## src/rtl/vga_sync_gen_pkg.sv

```systemverilog
// ============================================================================
// Package     : vga_timing_pkg
// Description : 640x480@60 raster timing constants shared by the sync
//               generator and the downstream colour generator.
// Revision    : 1.0 - initial release
// ============================================================================
`default_nettype none

package vga_timing_pkg;

    // Pixel clock divider: 50 MHz board clock -> 25 MHz pixel rate
    localparam int c_clk_div = 2;

    // Horizontal timing, in pixels
    localparam int c_h_active = 640;
    localparam int c_h_fp     = 16;
    localparam int c_h_sync   = 96;
    localparam int c_h_bp     = 48;
    localparam int c_h_total  = c_h_active + c_h_fp + c_h_sync + c_h_bp;

    // Vertical timing, in lines
    localparam int c_v_active = 480;
    localparam int c_v_fp     = 10;
    localparam int c_v_sync   = 2;
    localparam int c_v_bp     = 33;
    localparam int c_v_total  = c_v_active + c_v_fp + c_v_sync + c_v_bp;

    // Sync windows, inclusive coordinates
    localparam int c_h_sync_start = c_h_active + c_h_fp;
    localparam int c_h_sync_end   = c_h_sync_start + c_h_sync - 1;
    localparam int c_v_sync_start = c_v_active + c_v_fp;
    localparam int c_v_sync_end   = c_v_sync_start + c_v_sync - 1;

    // Both 640x480 syncs are active-low
    localparam logic c_hs_pol = 1'b0;
    localparam logic c_vs_pol = 1'b0;

    // Coordinate width; holds c_h_total-1 and c_v_total-1
    localparam int c_cw = 10;

    // Inclusive range test used for sync windows
    function automatic logic in_window(input logic [31:0] value,
                                       input logic [31:0] lo,
                                       input logic [31:0] hi);
        return (value >= lo) && (value <= hi);
    endfunction

endpackage

`default_nettype wire

```

## src/rtl/vga_sync_gen_axis_counter.sv

```systemverilog
// ============================================================================
// Module      : vga_axis_counter
// Description : One raster axis (horizontal or vertical). Holds the position
//               counter and decodes sync/active for the position it will hold
//               after the current edge, so the parent can register aligned
//               outputs.
// Revision    : 1.0 - initial release
// ============================================================================
`default_nettype none

module vga_axis_counter
    import vga_timing_pkg::*;
#(
    parameter int   TOTAL  = c_h_total,
    parameter int   ACTIVE = c_h_active,
    parameter int   FP     = c_h_fp,
    parameter int   SYNC   = c_h_sync,
    parameter logic POL    = c_hs_pol,
    parameter int   CW     = c_cw
) (
    input  logic          Clock,
    input  logic          Reset,
    input  logic          iEn,
    output logic [CW-1:0] oCount,
    output logic [CW-1:0] oNextCount,
    output logic          oWrap,
    output logic          oSync,
    output logic          oActive
);

    localparam logic [CW-1:0] c_last   = CW'(TOTAL - 1);
    localparam logic [CW-1:0] c_active = CW'(ACTIVE);
    localparam int            c_sync_lo = ACTIVE + FP;
    localparam int            c_sync_hi = ACTIVE + FP + SYNC - 1;

    logic [CW-1:0] r_count;

    // Next position and the decodes that describe it
    always_comb begin
        oWrap      = (r_count == c_last);
        oNextCount = r_count;
        if (iEn) begin
            oNextCount = oWrap ? '0 : r_count + CW'(1);
        end
        oActive = (oNextCount < c_active);
        oSync   = in_window(32'(oNextCount), 32'(c_sync_lo), 32'(c_sync_hi)) ? POL : ~POL;
    end

    // Position register; parks on the last position so the first enable lands on 0
    always_ff @(posedge Clock) begin
        if (Reset) begin
            r_count <= c_last;
        end else begin
            r_count <= oNextCount;
        end
    end

    assign oCount = r_count;

endmodule

`default_nettype wire

```

## src/rtl/vga_sync_gen.sv

```systemverilog
// ============================================================================
// Module      : vga_sync_gen
// Description : VGA raster timing generator. Divides the board clock into a
//               pixel tick, runs horizontal/vertical counters and drives
//               registered, mutually aligned sync, coordinate and blanking
//               outputs.
// Revision    : 1.0 - initial release
// ============================================================================
`default_nettype none

module vga_sync_gen
    import vga_timing_pkg::*;
#(
    parameter int   CLK_DIV  = c_clk_div,
    parameter int   H_ACTIVE = c_h_active,
    parameter int   H_FP     = c_h_fp,
    parameter int   H_SYNC   = c_h_sync,
    parameter int   H_BP     = c_h_bp,
    parameter int   V_ACTIVE = c_v_active,
    parameter int   V_FP     = c_v_fp,
    parameter int   V_SYNC   = c_v_sync,
    parameter int   V_BP     = c_v_bp,
    parameter logic HS_POL   = c_hs_pol,
    parameter logic VS_POL   = c_vs_pol,
    parameter int   CW       = c_cw
) (
    input  logic          Clock,
    input  logic          Reset,
    output logic          oHSync,
    output logic          oVSync,
    output logic [CW-1:0] oCol,
    output logic [CW-1:0] oRow,
    output logic          oVideoOn,
    output logic          oPixelTick,
    output logic          oFrameStart
);

    localparam int c_h_tot = H_ACTIVE + H_FP + H_SYNC + H_BP;
    localparam int c_v_tot = V_ACTIVE + V_FP + V_SYNC + V_BP;

    logic          w_tick;
    logic          w_v_en;
    logic [CW-1:0] w_h_count;
    logic [CW-1:0] w_h_next;
    logic          w_h_wrap;
    logic          w_h_sync;
    logic          w_h_active;
    logic [CW-1:0] w_v_count;
    logic [CW-1:0] w_v_next;
    logic          w_v_wrap;
    logic          w_v_sync;
    logic          w_v_active;
    logic          w_unused;

    generate
        if (CLK_DIV == 1) begin : g_div_bypass
            assign w_tick = 1'b1;
        end else begin : g_div_count
            localparam int              c_dw       = $clog2(CLK_DIV);
            localparam logic [c_dw-1:0] c_div_last = c_dw'(CLK_DIV - 1);

            logic [c_dw-1:0] r_div;

            // Pixel divider; the tick is the edge on which it wraps back to 0
            always_ff @(posedge Clock) begin
                if (Reset) begin
                    r_div <= '0;
                end else if (w_tick) begin
                    r_div <= '0;
                end else begin
                    r_div <= r_div + c_dw'(1);
                end
            end

            assign w_tick = (r_div == c_div_last);
        end
    endgenerate

    // Vertical axis only advances when the line wraps
    assign w_v_en = w_tick & w_h_wrap;

    vga_axis_counter #(
        .TOTAL  (c_h_tot),
        .ACTIVE (H_ACTIVE),
        .FP     (H_FP),
        .SYNC   (H_SYNC),
        .POL    (HS_POL),
        .CW     (CW)
    ) u_h_axis (
        .Clock      (Clock),
        .Reset      (Reset),
        .iEn        (w_tick),
        .oCount     (w_h_count),
        .oNextCount (w_h_next),
        .oWrap      (w_h_wrap),
        .oSync      (w_h_sync),
        .oActive    (w_h_active)
    );

    vga_axis_counter #(
        .TOTAL  (c_v_tot),
        .ACTIVE (V_ACTIVE),
        .FP     (V_FP),
        .SYNC   (V_SYNC),
        .POL    (VS_POL),
        .CW     (CW)
    ) u_v_axis (
        .Clock      (Clock),
        .Reset      (Reset),
        .iEn        (w_v_en),
        .oCount     (w_v_count),
        .oNextCount (w_v_next),
        .oWrap      (w_v_wrap),
        .oSync      (w_v_sync),
        .oActive    (w_v_active)
    );

    // Current positions are only needed internally by the axis counters
    assign w_unused = ^{w_h_count, w_v_count};

    // Output registers load from next-state decodes on the tick, giving zero skew
    always_ff @(posedge Clock) begin
        if (Reset) begin
            oHSync      <= ~HS_POL;
            oVSync      <= ~VS_POL;
            oCol        <= '0;
            oRow        <= '0;
            oVideoOn    <= 1'b0;
            oPixelTick  <= 1'b0;
            oFrameStart <= 1'b0;
        end else if (w_tick) begin
            oHSync      <= w_h_sync;
            oVSync      <= w_v_sync;
            oCol        <= w_h_next;
            oRow        <= w_v_next;
            oVideoOn    <= w_h_active & w_v_active;
            oPixelTick  <= 1'b1;
            oFrameStart <= w_h_wrap & w_v_wrap;
        end else begin
            oPixelTick  <= 1'b0;
            oFrameStart <= 1'b0;
        end
    end

endmodule

`default_nettype wire

```

## config.mk

```make
export PLATFORM = sky130hd
export DESIGN_NAME = vga_sync_gen
export DESIGN_NICKNAME = d
export VERILOG_FILES = /design/src/rtl/vga_sync_gen_pkg.sv /design/src/rtl/vga_sync_gen_axis_counter.sv /design/src/rtl/vga_sync_gen.sv
export SDC_FILE = /design/constraint.sdc
export NUM_CORES = 1
export LEC_CHECK = 0
export ABC_CLOCK_PERIOD_IN_PS = 2300
export CORE_MARGIN = 10
export CORE_UTILIZATION = 55
export DETAILED_ROUTE_END_ITERATION = 12
export PLACE_DENSITY = 0.88
export SKIP_LAST_GASP = 1
export SLEW_MARGIN = 15
export SYNTH_ARGS = -nofsm -noshare
export SYNTH_HDL_FRONTEND = slang
export SYNTH_SLANG_ARGS = --single-unit
export TNS_END_PERCENT = 20
```

## constraint.sdc

```tcl
create_clock -name Clock -period 2.3 [get_ports Clock]
set_input_delay 0.69 -clock Clock [delete_from_list [all_inputs] [get_ports Clock]]
set_output_delay 0.69 -clock Clock [all_outputs]
set_load 0.01 [all_outputs]
```

==> impl_metrics.py, run 1 <==
metrics = {
    "critical_path": {
        "crit_type": "reg -> reg",
        "worstSetupEndpointType": "flip-flop",
        "crit_chain": "or4b_4, nor4_4, o21ai_2, a21o_1, nor4_1, a21oi_1",
        "rr_startpoint": "u_h_axis.oCount[7]$_SDFF_PP0_",
        "worstPathRequired_ps": 2490,
        "critPathLaunchType": "flip-flop",
        "slowest_stage": "or4b_4",
        "r2r_cells": 6,
        "cpLargestDelayFamily": "simple AND/OR/NAND/NOR gates",
        "worst-path-max-fanout": 6,
        "crit_path_max_incr_delay_ps": 610,
        "cp.arrival_ps": 2350,
        "ff2ff_setup_slack_ps": 150,
        "cp_num_buf_inv": 0,
        "reg2reg_to": "oVSync$_SDFFE_PP1P_",
    },
    "clock_network": {
        "root_buffer": "clkbuf_8",
        "clk_path_buf_depth": 2,
        "cts.sink_count": 46,
        "postCtsHoldBufs": 0,
        "cts_buffers": 5,
        "cts_tree": "yes",
        "clk_latency_ps": 310,
        "post_cts_resized": 0,
        "postCtsSetupBuffers": 0,
        "clkSlewWorstSetupHoldPaths_ps": 90,
        "htree_levels": 2,
    },
    "logic_synthesis": {
        "ys_seq_area_share_pct": 42.1,
        "ys_ff_latch": 46,
        "synthArstFlopShare_pct": 0,
        "ys.flop_type": "dfxtp_1",
        "yosys.area.top_type_share_pct": 42.1,
        "synth_edf_count": 0,
        "synth.net_count": 262,
        "yosysWarnings": 0,
        "synth.area.top_cells": "dfxtp_1 (42%), nor2_1 (5.7%), a211oi_1 (4.1%)",
        "synth_area_mm2": 0.00219,
        "synthCells": 257,
        "syn_area_per_cell_um2": 8.51,
        "yosysUniqueCellTypes": 53,
        "synth_top_cell_by_area": "dfxtp_1",
    },
    "cells_and_area": {
        "final_nets": 296,
        "diodes": 0,
        "layout_common_cells": "dfxtp_1 (46), nor2_1 (33), clkdlybuf4s50_1 (26)",
        "nFillCells": 294,
        "drive_gt1_share_pct": 13.0,
        "syn_to_final_growth_pct": 24.2,
        "mostFrequentLayoutCell": "dfxtp_1",
    },
    "sta": {
        "relSlewSlack_pct": 60.0,
        "period_needed_ps": 2150,
        "fin_crit_sh_pct": 93.6,
        "rsz0062_at_grt": "yes",
        "fmax_ghz": 0.465,
        "final.setup.tns_ps": 0,
        "worst_pin_slew_ps": 592,
        "finalHoldViolations": 0,
        "maxSlewViolCount": 0,
        "finalClockSkew_ps": 10.9,
        "fin_hold_ws_ps": 454,
        "setup_viol": 0,
    },
    "grt": {
        "grt_max_degree": 23,
        "first_global_vias": 1890,
        "grt_usage_pct": 15.4,
        "grt_pass1_wl_mm": 9.19,
        "gr-total-overflow": 0,
        "grt_antenna_before_repair": 0,
    },
    "place": {
        "gp_congestion": 0.894,
        "portBuffers": 26,
        "hpwl_mm": 4.06,
    },
    "routing": {
        "first_pass_iters": 4,
        "vias": 2002,
        "drtAntennaViolNets": 0,
        "wirelength_mm": 5.52,
        "route.detailed.drc": 0,
        "wl_per_cell_um": 16.2,
        "drt-initial-drc-count": 163,
        "viasPerCell": 5.89,
    },
    "worst_hold_path": {
        "holdPathEnd": "oRow[3]$_SDFFE_PP0P_",
        "min_path_cells": 2,
        "min_from": "oRow[3]$_SDFFE_PP0P_",
        "hp-class": "reg -> reg",
    },
    "die": {
        "start_util_pct": 58.5,
        "die-area_mm2": 0.00690,
        "die_height_um": 83.1,
        "ios": 27,
        "rows": 22,
        "coreArea_mm2": 0.00374,
        "die_w_um": 83.1,
    },
    "power": {
        "ir_drop_mv": 0.517,
        "p_leak_nw": 1.06,
        "power_density_mw_per_mm2": 789,
    },
    "status": {
        "status": "complete, no violations",
    },
    "flow_run": {
        "max_cap_viol_count": 0,
    },
}
[logic make-up after synthesis]
family                   Yosys count  share of synthesized area (%)
AO/OA/AOI/OAI                     51                           16.1
flip-flops                        46                           42.1
adder cells (fa/ha/maj)            3                           1.72
buffers and inverters             25                           4.63
AND/OR/NAND/NOR                  118                           29.8
XOR/XNOR                          13                           5.20
multiplexers                       1                          0.457
[worst register-to-register path, delay by kind of cell, from the launching register on]
kind,cells,cell delay [ps]
AND/OR/NAND/NOR,3,1270
AO/OA/AOI/OAI,3,420
flip-flops,1,370
[state kept, by name, indices dropped and copies added, names as in the netlist]
signal	flops
oCol	10
oRow	10
u_h_axis.oCount	10
u_v_axis.oCount	10
g_div_count.r_div	1
oFrameStart	1
oHSync	1
oPixelTick	1
oVSync	1
oVideoOn	1
[Yosys cell counts, types with 3 or more instances]
cell and count:
nand3_1 15, clkbuf_1 15, o21ai_1 3, ha_1 3, inv_1 7, dfxtp_1 46, nand2_1 20, nor2_1 33
a21oi_1 13, a211oi_1 12, or3_1 3, o21ai_0 3, xnor2_1 9, nand4_1 6, nand2b_1 4, and3_1 5
xor2_1 4, nor3_1 11, nor4_1 3
[final cells by class]
class,count,area (µm²),share of cell area (%)
clock buffer,6,82.6,3.04
clock inverter,2,60.1,2.21
inverter,7,26.3,0.966
multi-input combinational,186,1170,42.9
sequential,46,921,33.9
tap,48,60.1,2.21
timing repair buffer,45,403,14.8
[report_power, final]
| group | internal [mW] | switching (mW) |
|---|---|---|
| clock network | 0.463 | 0.277 |
| registers | 0.851 | 0.0587 |
| logic | 0.228 | 0.268 |
[metal layers]
metal | routed length, µm | vias up | GRT usage [%]
met2 | 2730 | 56 | 25.6
met4 | 76 | 0 | 5.08
li1 | - | 984 | -
met1 | 2380 | 954 | 18.7
met3 | 339 | 8 | 4.20
met5 | 0 | - | 0
[worst max-delay path by stage]
stage / from / end / cells past startpoint
final: u_h_axis.oCount[7]$_SDFF_PP0_ / oVSync$_SDFFE_PP1P_ / 6
after global routing: u_h_axis.oCount[0]$_SDFF_PP1_ / oRow[8]$_SDFFE_PP0P_ / 8
after CTS: u_h_axis.oCount[7]$_SDFF_PP0_ / oHSync$_SDFFE_PP1P_ / 6
after detailed placement: u_h_axis.oCount[7]$_SDFF_PP0_ / oVSync$_SDFFE_PP1P_ / 6
after global placement: u_h_axis.oCount[7]$_SDFF_PP0_ / oVSync$_SDFFE_PP1P_ / 6
after floorplan: u_h_axis.oCount[7]$_SDFF_PP0_ / oVSync$_SDFFE_PP1P_ / 7
[through the flow]
step	instances	util [%]	total power, mW	setup slack, ps	instance area [µm²]
floorplan	257	-	1.23	198	2190
global placement	331	68.6	1.40	218	2570
detailed placement	331	68.6	1.41	154	2570
CTS	339	72.4	2.15	119	2710
global route	340	72.6	2.23	-4.46	2720
finish	340	72.6	2.15	147	2720
Power figures use the tool's default switching activity.
==> run 2: changes to the inputs <==
--- a/config.mk
+++ b/config.mk
@@ -10,6 +10,7 @@
 export CORE_UTILIZATION = 55
 export DETAILED_ROUTE_END_ITERATION = 12
 export PLACE_DENSITY = 0.88
+export RECOVER_POWER = 100
 export SKIP_LAST_GASP = 1
 export SLEW_MARGIN = 15
 export SYNTH_ARGS = -nofsm -noshare
==> run 2 against run 1 <==
Against the previous run: cell count stayed put; worst hold slack hardly changed; wire length is 0.29% higher; global-route usage stayed put; utilization is 0.10 points lower; sequential share of layout area hardly changed; fmax hardly changed; combinational power hardly changed; critical path depth stayed put; design area is 0.14% lower; clock power hardly changed; sequential power hardly changed; highest routed layer unchanged.
==> impl_metrics.py, run 2 (synthesis results as in run 1) <==
metrics = {
    "cells_and_area": {
        "multiInputGateArea_mm2": 0.00117,
        "post-route-util_pct": 72.5,
        "layout_common_cells": "dfxtp_1 (46), nor2_1 (33), clkdlybuf4s50_1 (25)",
        "drive_gt1_share_pct": 12.7,
        "final_nets": 296,
        "diodes": 0,
        "syn_to_final_growth_pct": 24.1,
        "nFillCells": 296,
        "seqCellArea_um2": 921,
        "mostFrequentLayoutCell": "dfxtp_1",
    },
    "power": {
        "ir_drop_mv": 0.507,
        "p_leak_nw": 1.06,
        "power_density_mw_per_mm2": 790,
    },
    "grt": {
        "gr-total-overflow": 0,
        "grt_max_degree": 23,
        "grt_antenna_before_repair": 0,
        "first_global_vias": 1890,
        "grt_usage_pct": 15.4,
        "grt_pass1_wl_mm": 9.19,
    },
    "clock_network": {
        "postCtsHoldBufs": 0,
        "clk_path_buf_depth": 2,
        "htree_levels": 2,
        "clk_latency_ps": 310,
        "root_buffer": "clkbuf_8",
        "cts.sink_count": 46,
        "postCtsSetupBuffers": 0,
        "clkSlewWorstSetupHoldPaths_ps": 90,
        "cts_tree": "yes",
        "cts_buffers": 5,
        "post_cts_resized": 0,
    },
    "sta": {
        "finalClockSkew_ps": 11.7,
        "fin_crit_sh_pct": 93.5,
        "finalHoldViolations": 0,
        "period_needed_ps": 2150,
        "maxSlewViolCount": 0,
        "worst_pin_slew_ps": 594,
        "fmax_ghz": 0.465,
        "relSlewSlack_pct": 59.8,
        "setup_viol": 0,
        "rsz0062_at_grt": "yes",
        "setup_ws_ps": 149,
    },
    "critical_path": {
        "critPathLaunchType": "flip-flop",
        "worstPathRequired_ps": 2500,
        "worstSetupEndpointType": "flip-flop",
        "crit_type": "reg -> reg",
        "worst-path-max-fanout": 6,
        "cp.arrival_ps": 2350,
        "r2r_cells": 6,
    },
    "place": {
        "portBuffers": 26,
        "post-place-ws_ps": 154,
        "hpwl_mm": 4.06,
        "gp_congestion": 0.894,
    },
    "routing": {
        "vias": 2005,
        "first_pass_iters": 4,
        "drtAntennaViolNets": 0,
        "wl_per_cell_um": 16.3,
        "viasPerCell": 5.90,
        "wirelength_mm": 5.54,
        "drt-initial-drc-count": 182,
        "route.detailed.drc": 0,
    },
    "worst_hold_path": {
        "min_path_cells": 2,
        "hp-class": "reg -> reg",
    },
    "flow_run": {
        "max_cap_viol_count": 0,
    },
    "die": {
        "start_util_pct": 58.5,
        "ios": 27,
        "die-area_mm2": 0.00690,
        "die_w_um": 83.1,
        "coreArea_mm2": 0.00374,
        "rows": 22,
        "die_height_um": 83.1,
    },
    "status": {
        "status": "complete, no violations",
    },
}
run 2: final timing paths:
path | from | end | slack [ps]
max | u_h_axis.oCount[7]$_SDFF_PP0_ | oVSync$_SDFFE_PP1P_ | 150
min | oRow[3]$_SDFFE_PP0P_ | oRow[3]$_SDFFE_PP0P_ | 450
max reg2reg | u_h_axis.oCount[7]$_SDFF_PP0_ | oVSync$_SDFFE_PP1P_ | 150
min reg2reg | oRow[3]$_SDFFE_PP0P_ | oRow[3]$_SDFFE_PP0P_ | 450
run 2: metrics by stage:
step | hold WS (ps) | cell area (µm²) | setup TNS (ps) | instances | power [mW]
final | 454 | 2720 | 0 | 340 | 2.14
after global routing | 463 | 2720 | -7.90 | 340 | 2.23
after detailed placement | 443 | 2570 | 0 | 331 | 1.41
after floorplan | 467 | 2190 | 0 | 257 | 1.23
after global placement | 435 | 2570 | 0 | 331 | 1.40
after CTS | 454 | 2710 | 0 | 339 | 2.15
run 2: area by class of cell:
type	count	area share, %
Clock inverter	2	2.21
Clock buffer	6	3.04
Sequential cell	46	33.9
Inverter	7	0.968
Timing Repair Buffer	45	14.7
Tap cell	48	2.21
Multi-Input combinational cell	186	42.9
run 2: power by group:
part	internal (mW)	switching, mW	total, mW
logic	0.224	0.269	0.493
clock network	0.463	0.278	0.741
registers	0.851	0.0589	0.910
run 2: critical path: stages (launching register included):
cell and delay [ps]:
dfxtp_1 370, or4b_4 610, nor4_4 370, o21ai_2 90, a21o_1 220, nor4_1 280
a21oi_1 100
run 2: per-layer routing:
layer / routed length [µm] / vias to the layer above / GRT usage, %
li1: - / 987 / -
met1: 2460 / 958 / 18.7
met2: 2730 / 54 / 25.6
met3: 289 / 6 / 4.20
met4: 52 / 0 / 5.08
met5: 0 / - / 0
==> run 3: changes to the inputs <==
--- a/config.mk
+++ b/config.mk
@@ -11,6 +11,7 @@
 export DETAILED_ROUTE_END_ITERATION = 12
 export PLACE_DENSITY = 0.88
 export RECOVER_POWER = 100
+export REMOVE_ABC_BUFFERS = 1
 export SKIP_LAST_GASP = 1
 export SLEW_MARGIN = 15
 export SYNTH_ARGS = -nofsm -noshare
==> run 3 against run 2 <==
Against the previous run: sequential power shrank 0.4%; sequential share of layout area grew 0.82 points; worst hold slack lost 10 ps; register-to-register slack lost 50 ps; via count shrank 1.6%; largest cell class unchanged.
==> impl_metrics.py, run 3 (synthesis results as in run 1) <==
metrics = {
    "place": {
        "hpwl_mm": 3.69,
        "portBuffers": 26,
        "gp_congestion": 0.897,
        "placed_cell_area_mm2": 0.00254,
        "post-place-ws_ps": 105,
    },
    "power": {
        "ir_drop_mv": 0.506,
        "p_leak_nw": 1.06,
        "power_density_mw_per_mm2": 700,
        "total_power_mw": 1.86,
    },
    "cells_and_area": {
        "nFillCells": 299,
        "layout_common_cells": "dfxtp_1 (46), nor2_1 (33), dlygate4sd3_1 (26)",
        "mostFrequentLayoutCell": "dfxtp_1",
        "drive_gt1_share_pct": 11.6,
        "diodes": 0,
        "final_nets": 291,
        "final_cell_area_mm2": 0.00265,
        "syn_to_final_growth_pct": 21.2,
    },
    "sta": {
        "maxSlewViolCount": 0,
        "finalHoldViolations": 0,
        "relSlewSlack_pct": 51.9,
        "fmax_ghz": 0.455,
        "fin_hold_ws_ps": 443,
        "fin_crit_sh_pct": 95.6,
        "setup_viol": 0,
        "worst_pin_slew_ps": 722,
        "rsz0062_at_grt": "no",
        "setup_ws_ps": 101,
        "final.setup.tns_ps": 0,
        "finalClockSkew_ps": 5.28,
        "period_needed_ps": 2200,
    },
    "routing": {
        "vias": 1972,
        "drtAntennaViolNets": 0,
        "wirelength_mm": 5.09,
        "viasPerCell": 5.92,
        "drt-initial-drc-count": 174,
        "wl_per_cell_um": 15.3,
        "route.detailed.drc": 0,
        "first_pass_iters": 4,
    },
    "grt": {
        "grt_pass1_wl_mm": 8.81,
        "grt_usage_pct": 14.5,
        "first_global_vias": 1918,
        "grt_antenna_before_repair": 0,
        "grt_max_degree": 40,
        "gr-total-overflow": 0,
    },
    "die": {
        "die-area_mm2": 0.00690,
        "rows": 22,
        "ios": 27,
        "die_height_um": 83.1,
        "die_w_um": 83.1,
        "start_util_pct": 58.5,
        "coreArea_mm2": 0.00374,
    },
    "clock_network": {
        "htree_levels": 2,
        "clkSlewWorstSetupHoldPaths_ps": 80,
        "clk_latency_ps": 300,
        "cts_buffers": 5,
        "cts.sink_count": 46,
        "cts_tree": "yes",
        "clk_path_buf_depth": 2,
        "root_buffer": "clkbuf_8",
    },
    "critical_path": {
        "worstSetupEndpointType": "flip-flop",
        "cp.arrival_ps": 2390,
        "critPathLaunchType": "flip-flop",
        "crit_type": "reg -> reg",
        "worst-path-max-fanout": 6,
        "worstPathRequired_ps": 2490,
    },
    "status": {
        "status": "complete, no violations",
    },
    "flow_run": {
        "max_cap_viol_count": 0,
    },
    "worst_hold_path": {
        "hp-class": "reg -> reg",
    },
}
## run 3: cell count changes in the layout (fill, tap and decap cells not counted), moves of 2 or more
cell / previous run / this run
nor4_1: 3 / 1
bufinv_16: 2 / 0
clkdlybuf4s50_1: 25 / 0
dlygate4sd3_1: 1 / 26
buf_4: 18 / 10
## run 3: worst paths after layout
| kind | from | endpoint | slack (ps) | cells after the start |
|---|---|---|---|---|
| max | u_h_axis.oCount[7]$_SDFF_PP0_ | oVideoOn$_SDFFE_PP0P_ | 100 | 6 |
| min | oRow[3]$_SDFFE_PP0P_ | oRow[3]$_SDFFE_PP0P_ | 440 | 2 |
| max reg2reg | u_h_axis.oCount[7]$_SDFF_PP0_ | oVideoOn$_SDFFE_PP0P_ | 100 | 6 |
| min reg2reg | oRow[3]$_SDFFE_PP0P_ | oRow[3]$_SDFFE_PP0P_ | 440 | 2 |
## run 3: worst max-delay path, cell delays in order, from the launching register on
cell	delay [ps]
dfxtp_1	370
or4b_4	640
nor3_4	260
nand3_1	110
xor2_1	210
nor4_4	370
o31ai_1	120
## run 3: final cells by class
cell class | instances | area, µm² | share of cell area [%]
multi-input cells | 186 | 1190 | 45.0
well taps | 48 | 60.1 | 2.27
repair buffers | 40 | 368 | 13.9
inverters | 7 | 26.3 | 0.991
flip-flops and latches | 46 | 921 | 34.7
clock buffers | 6 | 82.6 | 3.11
## run 3: where the power goes
group          switching, mW  leakage, nW  internal [mW]
clock                  0.254       0.0431          0.232
combinational          0.263        0.640          0.201
sequential            0.0543        0.377          0.851
total                  0.571         1.06           1.28
## run 3: repair_timing
| item | 4_1_cts | 5_1_grt |
|---|---|---|
| gates resized for setup | 0 | 6 |
| setup buffers | 0 | 1 |
| endpoints found under the setup margin | 0 | 2 |
| endpoints found under the hold margin | 0 | 0 |
| hold buffers | 0 | 0 |
## run 3: metrics by stage
stage                     cells  util (%)
after floorplan             239         -
after global placement      326      67.9
after detailed placement    326      67.9
after CTS                   332      70.2
after global routing        333      70.8
final                       333      70.8
## run 3: layer usage
| metal | share of wire [%] | GRT usage (%) |
|---|---|---|
| met3 | 6.6 | 4.20 |
| met5 | 0 | 0 |
| met2 | 49 | 24.1 |
| met4 | 1.8 | 6.77 |
| met1 | 43 | 16.7 |
